===== src/rtl/uartrx_fifo.sv =====
// uartrx_fifo: receive buffer between the uartrx byte receiver and the
// CPU-facing UART-in read port. Acknowledges each received byte, stores it in
// a circular FIFO and presents the oldest byte zero-extended (or all-ones when
// empty) with first-word fall-through.
// Optional feature macro: UARTRX_FIFO_OVERRUN_EN (sticky overrun flag).
module uartrx_fifo #(
   parameter int unsigned DepthBitWidth = 4
) (
   input  logic                     clk,
   input  logic                     rst_n,
   output logic                     uartrx_go,
   input  logic [7:0]               uartrx_data,
   input  logic                     uartrx_data_ready,
   input  logic                     rd_en,
   output logic [31:0]              rd_data,
   output logic                     empty,
   output logic                     full,
   output logic [DepthBitWidth:0]   count,
   output logic                     overrun,
   input  logic                     overrun_clear
);

   localparam int unsigned Depth = 2 ** DepthBitWidth;
   localparam logic [DepthBitWidth:0]   FullCount = (DepthBitWidth + 1)'(Depth);
   localparam logic [DepthBitWidth:0]   CntOne    = 1;
   localparam logic [DepthBitWidth-1:0] PtrOne    = 1;

   typedef enum logic {StRecv, StAck} state_e;

   state_e                   state_q, state_d;
   logic [7:0]               mem_q [Depth];
   logic [DepthBitWidth-1:0] wr_ptr_q, rd_ptr_q;
   logic [DepthBitWidth:0]   count_q, count_d;

   logic push, pop, accept, drop;

   // Flags and fall-through read data, all from registered state.
   always_comb begin
      empty   = (count_q == '0);
      full    = (count_q == FullCount);
      count   = count_q;
      rd_data = empty ? 32'hffff_ffff : {24'h0, mem_q[rd_ptr_q]};
   end

   // Push/pop decode; a pop on a full FIFO frees the slot for a same-cycle push.
   always_comb begin
      push   = (state_q == StRecv) && uartrx_data_ready;
      pop    = rd_en && !empty;
      accept = push && (!full || pop);
      drop   = push && full && !pop;
   end

   // Handshake next state and the go strobe back to uartrx.
   always_comb begin
      state_d   = state_q;
      uartrx_go = (state_q == StRecv);
      unique case (state_q)
         StRecv:  if (push) state_d = StAck;
         StAck:   state_d = StRecv;
         default: state_d = StRecv;
      endcase
   end

   // Occupancy next value.
   always_comb begin
      count_d = count_q;
      case ({accept, pop})
         2'b10:   count_d = count_q + CntOne;
         2'b01:   count_d = count_q - CntOne;
         default: count_d = count_q;
      endcase
   end

   // Handshake state, pointers and count; synchronous active-low reset.
   always_ff @(posedge clk) begin
      if (!rst_n) begin
         state_q  <= StRecv;
         wr_ptr_q <= '0;
         rd_ptr_q <= '0;
         count_q  <= '0;
      end else begin
         state_q <= state_d;
         count_q <= count_d;
         if (accept) wr_ptr_q <= wr_ptr_q + PtrOne;
         if (pop)    rd_ptr_q <= rd_ptr_q + PtrOne;
      end
   end

   // Storage array; contents are deliberately not reset.
   always_ff @(posedge clk) begin
      if (accept) mem_q[wr_ptr_q] <= uartrx_data;
   end

`ifdef UARTRX_FIFO_OVERRUN_EN
   logic overrun_q;

   // Sticky overrun; a drop in the same cycle as a clear keeps the flag set.
   always_ff @(posedge clk) begin
      if (!rst_n) begin
         overrun_q <= 1'b0;
      end else if (drop) begin
         overrun_q <= 1'b1;
      end else if (overrun_clear) begin
         overrun_q <= 1'b0;
      end
   end

   assign overrun = overrun_q;
`else
   // Feature disabled: drops are silent and the clear input has no effect.
   logic unused_overrun;
   assign unused_overrun = overrun_clear ^ drop;
   assign overrun        = 1'b0;
`endif

endmodule


===== config.mk =====
export PLATFORM = sky130hd
export DESIGN_NAME = uartrx_fifo
export DESIGN_NICKNAME = d
export VERILOG_FILES = /design/src/rtl/uartrx_fifo.sv
export SDC_FILE = /design/constraint.sdc
export NUM_CORES = 1
export LEC_CHECK = 0
export CORE_ASPECT_RATIO = 1.4
export CORE_MARGIN = 8
export CORE_UTILIZATION = 50
export CTS_BUF_LIST = sky130_fd_sc_hd__clkbuf_16
export CTS_CLUSTER_SIZE = 25
export DETAILED_ROUTE_END_ITERATION = 8
export GPL_TIMING_DRIVEN = 1
export PLACE_DENSITY = 0.73
export SLEW_MARGIN = 20
export SYNTH_ARGS = -nofsm -noshare
export SYNTH_HDL_FRONTEND = slang
export SYNTH_SLANG_ARGS = --single-unit

===== constraint.sdc =====
create_clock -name clk -period 2.1 [get_ports clk]
set_input_delay 0.42 -clock clk [delete_from_list [all_inputs] [get_ports clk]]
set_output_delay 0.42 -clock clk [all_outputs]
set_load 0.01 [all_outputs]

==> summary by stage, run 1 <==
Clocking
The clock latency of the later-clocked register in the worst-skew pair is 0.41 ns. The buffer levels on the longest clock path is 2. After clock tree synthesis, the clock-pin slew on the worst setup and hold paths is 0.06 ns. The number of H-tree branching levels is 4.

Counting every sink on the clock net gives 146. CTS placed an instance of sky130_fd_sc_hd__clkbuf_16 at the clock tree root. The total CTS buffers is 17. TritonCTS built the clock tree.

Floorplanning
The effective utilization at floorplan is 50.7%. The horizontal die dimension is 110 µm. The overall die area is 16200 µm².

The placeable core area is 12200 µm². The y dimension of the die is 148 µm. The number of ports placed on the die boundary is 54.

The floorplan has 48 rows.

Finish
The finished layout cell area is 8000 µm². The area growth from synthesis to layout is 29.2%. The fraction of layout cells with a size suffix above 1 is 44.1%. The total of fill cells in the finished design is 835. The final layout contains 478 nets.

The leading cell type in the layout, fill and taps excluded is sky130_fd_sc_hd__edfxtp_1. The antenna diode count is 0. The top cell types in the final layout, fill and taps aside, are 128 x sky130_fd_sc_hd__edfxtp_1, 53 x sky130_fd_sc_hd__buf_4, 32 x sky130_fd_sc_hd__mux4_2.

Timing
The final-report hold violation count is 0. The minimum period implied by the final worst setup slack is 2.52 ns. Setup repair after global routing could not meet its margin everywhere. The count of final setup violators is 9.

Measured against its own limit, the worst slew margin works out to 59.6%. The timing-limited maximum frequency is 397 MHz. At the pin with the least slew margin, the transition time is 0.605 ns. The number of slew-limit violations in the final report was 0. The slack of the critical path is -0.422 ns. The setup TNS after final layout is -3.09 ns. The minimum hold slack is 0.530 ns.

Between clock sinks in the finished design, the worst skew comes to 0.00530 ns. The worst path uses 120% of the clock period.

Yosys
By area the synthesized netlist is led by sky130_fd_sc_hd__edfxtp_1 62%, sky130_fd_sc_hd__mux4_2 12%, sky130_fd_sc_hd__dfxtp_1 5.8%, sky130_fd_sc_hd__buf_4 3.9%, sky130_fd_sc_hd__mux2i_1 3.2%. In the synthesized netlist, the number of instances is 359. Of all flip-flops after synthesis, the portion carrying an async set or reset was 0%. When the netlist entered floorplanning its net count stood at 381. The fraction of post-synthesis cell area in the top cell type by area is 62.1%. The mean post-synth cell area is 17.2 µm². The part of the Yosys area used for sequential elements is 68.0%.

The warning count from the yosys run is 0. The synthesized flop and latch total is 146. The number of different library cells used by synthesis comes to 39. In the synthesized netlist the dominant register cell turns out to be sky130_fd_sc_hd__edfxtp_1. The count of flip-flops with a built-in enable after synthesis is 128.

After synthesis the cells add up to 6190 µm². The library cell with the largest summed area after synthesis is sky130_fd_sc_hd__edfxtp_1.

Worst hold path
The worst hold path passes through 2 cells. The type of the tightest min-delay check is reg -> reg.

Setup path
The library cell contributing the largest single delay on the critical path is sky130_fd_sc_hd__mux4_2. Of all nets on the critical path, the largest fanout is 4. The number of cell instances on the worst register-to-register path is 8. The critical path goes through clkbuf_16, mux4_2, mux2i_2, mux2_4, nand2_2, buf_6. In this run the number of cells on the critical path is 6. The number of buffers and inverters on the critical path is 2. Among cell families on the critical path, the largest total delay comes from multiplexers. The critical path is of the reg -> out type. The maximum cell stage delay along the critical path is 0.53 ns.

The worst setup path is captured at an output pin. The kind of start point of the critical path is a register. The arrival time reported for the critical path endpoint is 2.10 ns. The worst path required time is 1.68 ns.

Route
Summed over all layers, the routed wires come to 13.2 mm. For this run, the detailed router's first-pass iteration total came to 4. After detailed routing, the number of vias per cell comes to 5.65. Dividing the detail-routed wire length by the instance count gives 21.4 µm. The routed layout has 3497 vias.

The count of routing violations after the opening detailed-route iteration is 238. After detailed routing, the number of remaining DRC violations is 0. The count of nets left with antenna violations once routing finished came out at 0.

Pwr
Of the total power, registers draw 34.4%. The leakage power of the design is 2.80 nW. The total internal power is 6.95 mW. The maximum VDD drop is 779 µV. In this run switching power makes up 28.9% of total power. The final total power is 9.78 mW. Combinational logic is responsible for 33.8% of the overall power. The power density relative to cell area is 1220 nW/µm².

The portion of total power attributed to the clock network is 31.9%. The switching power summed over all nets is 2.83 mW.

Global route
The overall track demand over capacity in global routing is 17.1%. The via count of the first global-routing pass is 3631. The initial antenna violation count came to 0.

The final global-route overflow total is 0. The first-pass GRT wire length is 20.1 mm. The maximum number of pins on one net before global-route repair is 26.

Outcome
The final reports fail on negative setup slack. The flow ran to the end, but the final reports show violations.

Placed design
The routability congestion estimate is 0.784. The post-place setup slack is -0.387 ns. After detailed placement, the total cell area comes to 7170 µm². The detailed placer's ending HPWL is 8.36 mm. The count of port buffers added during placement is 51.

Flow run
Max-cap violations in this run came to 0.
-- worst reg2reg max path: stages, from the launching register on --
cell	delay [ns]
sky130_fd_sc_hd__dfxtp_4	0.35
sky130_fd_sc_hd__or4_4	0.57
sky130_fd_sc_hd__o21ai_4	0.17
sky130_fd_sc_hd__nor2_4	0.09
sky130_fd_sc_hd__fa_2	0.39
sky130_fd_sc_hd__nand3_4	0.11
sky130_fd_sc_hd__a21oi_2	0.05
sky130_fd_sc_hd__and4b_1	0.24
sky130_fd_sc_hd__o311ai_1	0.09
-- per-stage QoR --
stage	instances	utilization, %
global placement	573	58.8
finish	619	65.6
global route	619	65.6
detailed placement	573	58.8
CTS	618	64.9
floorplan	359	-
-- cell type report --
class                           instances  area, µm²  share of cell area, %
Inverter                                6       26.3                  0.329
Sequential cell                       146       4220                   52.7
Timing Repair Buffer                  121       1100                   13.8
Clock inverter                         15        191                   2.39
Clock buffer                           17        425                   5.32
Multi-Input combinational cell        164       1850                   23.1
Tap cell                              150        188                   2.35
-- per-layer routing --
layer,vias up,wire length (µm),track usage [%]
met3,26,968,5.05
li1,1559,-,-
met4,0,299,7.32
met1,1780,5000,18.9
met5,-,0,0
met2,132,6980,29.3
-- kinds of logic (layout without fill, tap and decap cells) --
| logic type | after synthesis | after routing | share of synthesized area (%) |
|---|---|---|---|
| xor gates and xnor gates | 6 | 6 | 0.850 |
| other | 1 | 1 | 0.0606 |
| AOI/OAI and AO/OA | 16 | 16 | 1.90 |
| muxes | 62 | 62 | 16.8 |
| DFF | 146 | 146 | 68.0 |
| buffers and inverters | 49 | 159 | 5.00 |
| adders and majority gates | 9 | 9 | 1.94 |
| and+or+nand+nor | 70 | 70 | 5.52 |
-- sequential cells by signal, summed over array words and instances, names as in the netlist, named ones only --
| register | count |
|---|---|
| count | 5 |
| mem_q | 128 |
| rd_ptr_q | 4 |
| state_q | 1 |
| wr_ptr_q | 4 |
-- final timing paths --
| path | startpoint | endpoint | slack, ns |
|---|---|---|---|
| setup / recovery | register | rd_data[3] | -0.42 |
| setup reg to reg | count[1] | count[4] | -0.10 |
| hold reg to reg | rd_ptr_q[3] | rd_ptr_q[3] | 0.53 |
| hold / removal | rd_ptr_q[3] | rd_ptr_q[3] | 0.53 |
-- power by group through the flow --
stage,combinational [mW],clock [mW],sequential (mW)
after floorplan,2.06,0,3.41
after global placement,3.28,0,3.39
after detailed placement,3.34,0,3.40
after CTS,3.20,3.16,3.36
after global routing,3.54,3.26,3.37
final,3.30,3.11,3.36
-- timing repair --
| item | CTS | global route |
|---|---|---|
| pin swaps | 8 | 4 |
| endpoints found under the setup margin | 36 | 36 |
| hold buffers | 0 | 0 |
| resized for setup | 171 | 15 |
| buffers inserted | 10 | 1 |
| cloned | 3 | 1 |
-- cells in the mapped netlist (2+ instances only) --
| cell | number |
|---|---|
| sky130_fd_sc_hd__a211oi_1 | 2 |
| sky130_fd_sc_hd__a21oi_1 | 4 |
| sky130_fd_sc_hd__buf_2 | 4 |
| sky130_fd_sc_hd__buf_4 | 32 |
| sky130_fd_sc_hd__clkbuf_1 | 7 |
| sky130_fd_sc_hd__dfxtp_1 | 18 |
| sky130_fd_sc_hd__edfxtp_1 | 128 |
| sky130_fd_sc_hd__ha_1 | 8 |
| sky130_fd_sc_hd__inv_1 | 6 |
| sky130_fd_sc_hd__mux2_2 | 8 |
| sky130_fd_sc_hd__mux2i_1 | 20 |
| sky130_fd_sc_hd__mux4_2 | 32 |
| sky130_fd_sc_hd__nand2_1 | 21 |
| sky130_fd_sc_hd__nand2b_1 | 5 |
| sky130_fd_sc_hd__nand3_1 | 7 |
| sky130_fd_sc_hd__nand4_1 | 2 |
| sky130_fd_sc_hd__nor2_1 | 23 |
| sky130_fd_sc_hd__nor2b_1 | 2 |
| sky130_fd_sc_hd__nor3_1 | 4 |
| sky130_fd_sc_hd__o211ai_1 | 2 |
| sky130_fd_sc_hd__o21ai_0 | 2 |
| sky130_fd_sc_hd__xnor2_1 | 2 |
| sky130_fd_sc_hd__xor2_1 | 4 |
Power figures use the tool's default switching activity.
==> run 2, diff against run 1 <==
PLACE_DENSITY = 0.71   (was 0.73)
clock period = 2.7 ns   (was 2.1 ns; I/O delays follow)
==> run 2 against run 1 <==
Compared with the run above: the run now ends clean; core utilization fell by 1.5 points; clock skew rose by 0.0026 ns; hold slack got worse by 0.013 ns; power fell by 21%; register-to-register slack improved by 0.37 ns; combinational power fell by 27%; sequential share of layout area rose by 1.3 points; first-iteration DRC count fell by 21%; critical path depth rose by 1; worst setup slack improved by 0.50 ns; cell area fell by 2.4%.
==> summary by stage, run 2 (same netlist as run 1, synthesis figures left out) <==
Route
The number of detailed-route iterations in the first pass is 4 (unchanged). The via total after detailed routing is 3314 (-5.2%). The remaining antenna violation count is 0 (unchanged). The total routed wirelength is 13.0 mm (-2.2%). The remaining design rule violation count is 0 (unchanged).

The routed length per instance came to 21.8 µm (+1.7%). The mean number of vias per cell is 5.57 (-1.4%). The count of routing violations after the opening detailed-route iteration was 189 (-21%).

Placed design
The count of port buffers added during placement was 51 (unchanged). The instance count after placement with tap cells included is 546 (-4.7%). The detailed placer's ending HPWL is 8.19 mm (-2.0%). The routability congestion estimate is 0.775 (-1.2%).

Clocking
The number of H-tree branching levels is 4 (unchanged). The clock latency of the later-clocked register in the worst-skew pair is 0.41 ns (about the same). The buffer levels on the longest clock path is 2 (unchanged).

In this run the clock root is driven by a sky130_fd_sc_hd__clkbuf_16. TritonCTS built the clock tree. The clock edge transition at the registers on the reported setup and hold paths is 0.06 ns (about the same). The number of clock sinks is 146 (unchanged). The total CTS buffers is 17 (unchanged). The number of buffers inserted for hold repair after clock tree synthesis is 0 (unchanged).

Timing
The setup clock skew after layout is 0.00795 ns (+0.00265 ns). Setup repair after global routing could not meet its margin everywhere. The minimum hold slack came to 0.516 ns (-0.0134 ns). The actual transition at the worst max-transition pin came to 0.596 ns (-0.00848 ns). The number of slew-limit violations in the final report is 0 (unchanged).

Subtracting the final worst setup slack from the clock period gives 2.62 ns. Timing would allow up to 381 MHz. After layout, the worst path uses 97.2% of the clock period. The setup TNS after final layout came to 0 ns (+3.09 ns).

The worst slew margin relative to its limit is 60.2% (+0.64 points). The final-report hold violation count came to 0 (unchanged). The count of final setup violators came to 0 (-9).

Setup path
The register-to-register setup slack is 0.27 ns (+0.37 ns). The maximum cell stage delay along the critical path is 0.50 ns (-0.03 ns). The signal on the critical path passes through buf_12, buf_6, mux4_2, mux2i_2, mux2_4, nand2_1, buf_6. By startpoint and endpoint, the worst setup path is classified as reg -> out. The worst setup path is captured at an output pin.

The worst path buffer plus inverter count came to 3 (+1). The number of cell instances on the worst register-to-register path is 8 (unchanged). The most numerous cell type found on the critical path is sky130_fd_sc_hd__buf_6.

The worst register-to-register path ends at count[4]. The beginning of the worst register-to-register path is count[0]. The library cell contributing the largest single delay on the critical path is sky130_fd_sc_hd__mux4_2. The maximum fanout count along the critical path is 12 (+8).

The critical path's top delay family is multiplexers. The kind of start point of the critical path is a register. The arrival time reported for the critical path endpoint is 2.08 ns (-0.02 ns).

The cell count along the critical path came to 7 (+1). The critical path capture point is rd_data[6]. The worst path required time is 2.16 ns (+0.48 ns).

Global route
The final global-route overflow total is 0 (unchanged). The overall track demand over capacity in global routing is 16.8% (-0.32 points). The first-pass GRT wire length was 19.6 mm (-2.6%). The maximum number of pins on one net before global-route repair is 26 (unchanged). The initial antenna violation count is 0 (unchanged).

The via count of the first global-routing pass is 3445 (-5.1%).

Outcome
The flow ran to the end, and the final reports show no timing, DRC or antenna violations.

Pwr
The leakage power of the design is 2.83 nW (+1.1%). The maximum VDD drop is 668 µV (-14%). The power density relative to cell area is 994 nW/µm² (-19%).

Finish
The fraction of layout cells with a size suffix above 1 came to 31.0% (-13 points). The number of cells in the finished layout apart from fillers was 595 (-3.9%). The leading cell type in the layout, fill and taps excluded is sky130_fd_sc_hd__edfxtp_1.

The final net count is 454 (-5.0%). Counting flops per register, the top entry is mem_q. The area growth from synthesis to layout is 26.2%. The final cell utilization of the core came to 64.0% (-1.5 points).

In the layout the commonest cells are 128 x sky130_fd_sc_hd__edfxtp_1, 38 x sky130_fd_sc_hd__buf_4, 32 x sky130_fd_sc_hd__mux4_2. The total of fill cells in the finished design is 846 (+1.3%). The antenna diode count is 0 (unchanged). The flip-flop count of the largest register after layout is 128 (unchanged).

Worst hold path
The type of the tightest min-delay check is reg -> reg.

Floorplanning
The y dimension of the die is 148 µm (unchanged). The effective utilization at floorplan is 50.7% (unchanged). The site row count is 48 (unchanged). The number of ports placed on the die boundary came to 54 (unchanged). The horizontal die dimension came to 110 µm (unchanged). The placeable core area is 12200 µm² (unchanged). The overall die area is 16200 µm² (unchanged).

Flow run
The count of maximum capacitance violations is 0 (unchanged).
## run 2: power by group
part,switching (mW),internal [mW]
clock network,0.881,1.82
registers,0.0963,2.54
logic,1.08,1.34
## run 2: routing by layer
layer	wire length [µm]	global-route usage (%)	up-vias	part of all wire [%]
met4	165	6.10	0	1.3
met2	6970	29.8	120	54
met1	5050	18.6	1675	39
li1	-	-	1504	-
met3	772	4.23	15	6.0
met5	0	0	-	0
## run 2: worst min path at each step
stage	start	cells past startpoint	to	slack (ns)
2_1_floorplan	rd_ptr_q[3]	2	register	0.47
3_3_place_gp	rd_ptr_q[1]	2	register	0.48
3_5_place_dp	rd_ptr_q[1]	2	register	0.51
4_1_cts	rd_ptr_q[1]	2	register	0.52
5_1_grt	count[3]	2	count[3]	0.55
6_report	rd_ptr_q[1]	2	register	0.52
## run 2: metrics by stage
stage | power, mW | setup slack (ns) | cell area (µm²)
after global placement | 5.02 | 0.0784 | 6880
after CTS | 7.85 | 0.00243 | 7710
after floorplan | 4.20 | 0.339 | 6190
final | 7.76 | 0.0757 | 7810
after global routing | 8.06 | -0.00940 | 7810
after detailed placement | 5.07 | 0.0401 | 6880
## run 2: worst register-to-register path, cell delays in order, from the launching register on
cell and delay, ns:
sky130_fd_sc_hd__dfxtp_2 0.37, sky130_fd_sc_hd__or4_4 0.59, sky130_fd_sc_hd__o21ai_4 0.15, sky130_fd_sc_hd__nor2_1 0.11, sky130_fd_sc_hd__ha_1 0.33, sky130_fd_sc_hd__a21oi_1 0.27, sky130_fd_sc_hd__a21oi_1 0.10, sky130_fd_sc_hd__and4b_1 0.24
sky130_fd_sc_hd__o311ai_0 0.13
## run 2: layout make-up
| type | instances | area, µm² | area share (%) |
|---|---|---|---|
| clock inverters | 15 | 263 | 3.37 |
| repair buffers | 97 | 986 | 12.6 |
| inverters | 6 | 22.5 | 0.289 |
| well taps | 150 | 188 | 2.40 |
| multi-input cells | 164 | 1710 | 21.9 |
| flip-flops and latches | 146 | 4220 | 54.0 |
| clock buffers | 17 | 425 | 5.45 |
## run 2: what timing repair did
| action | 4_1_cts | 5_1_grt |
|---|---|---|
| gates resized for setup | 31 | 36 |
| pin swaps | 0 | 1 |
| endpoints found under the setup margin | 33 | 31 |
| cloned | 2 | 0 |
| setup buffers | 10 | 5 |
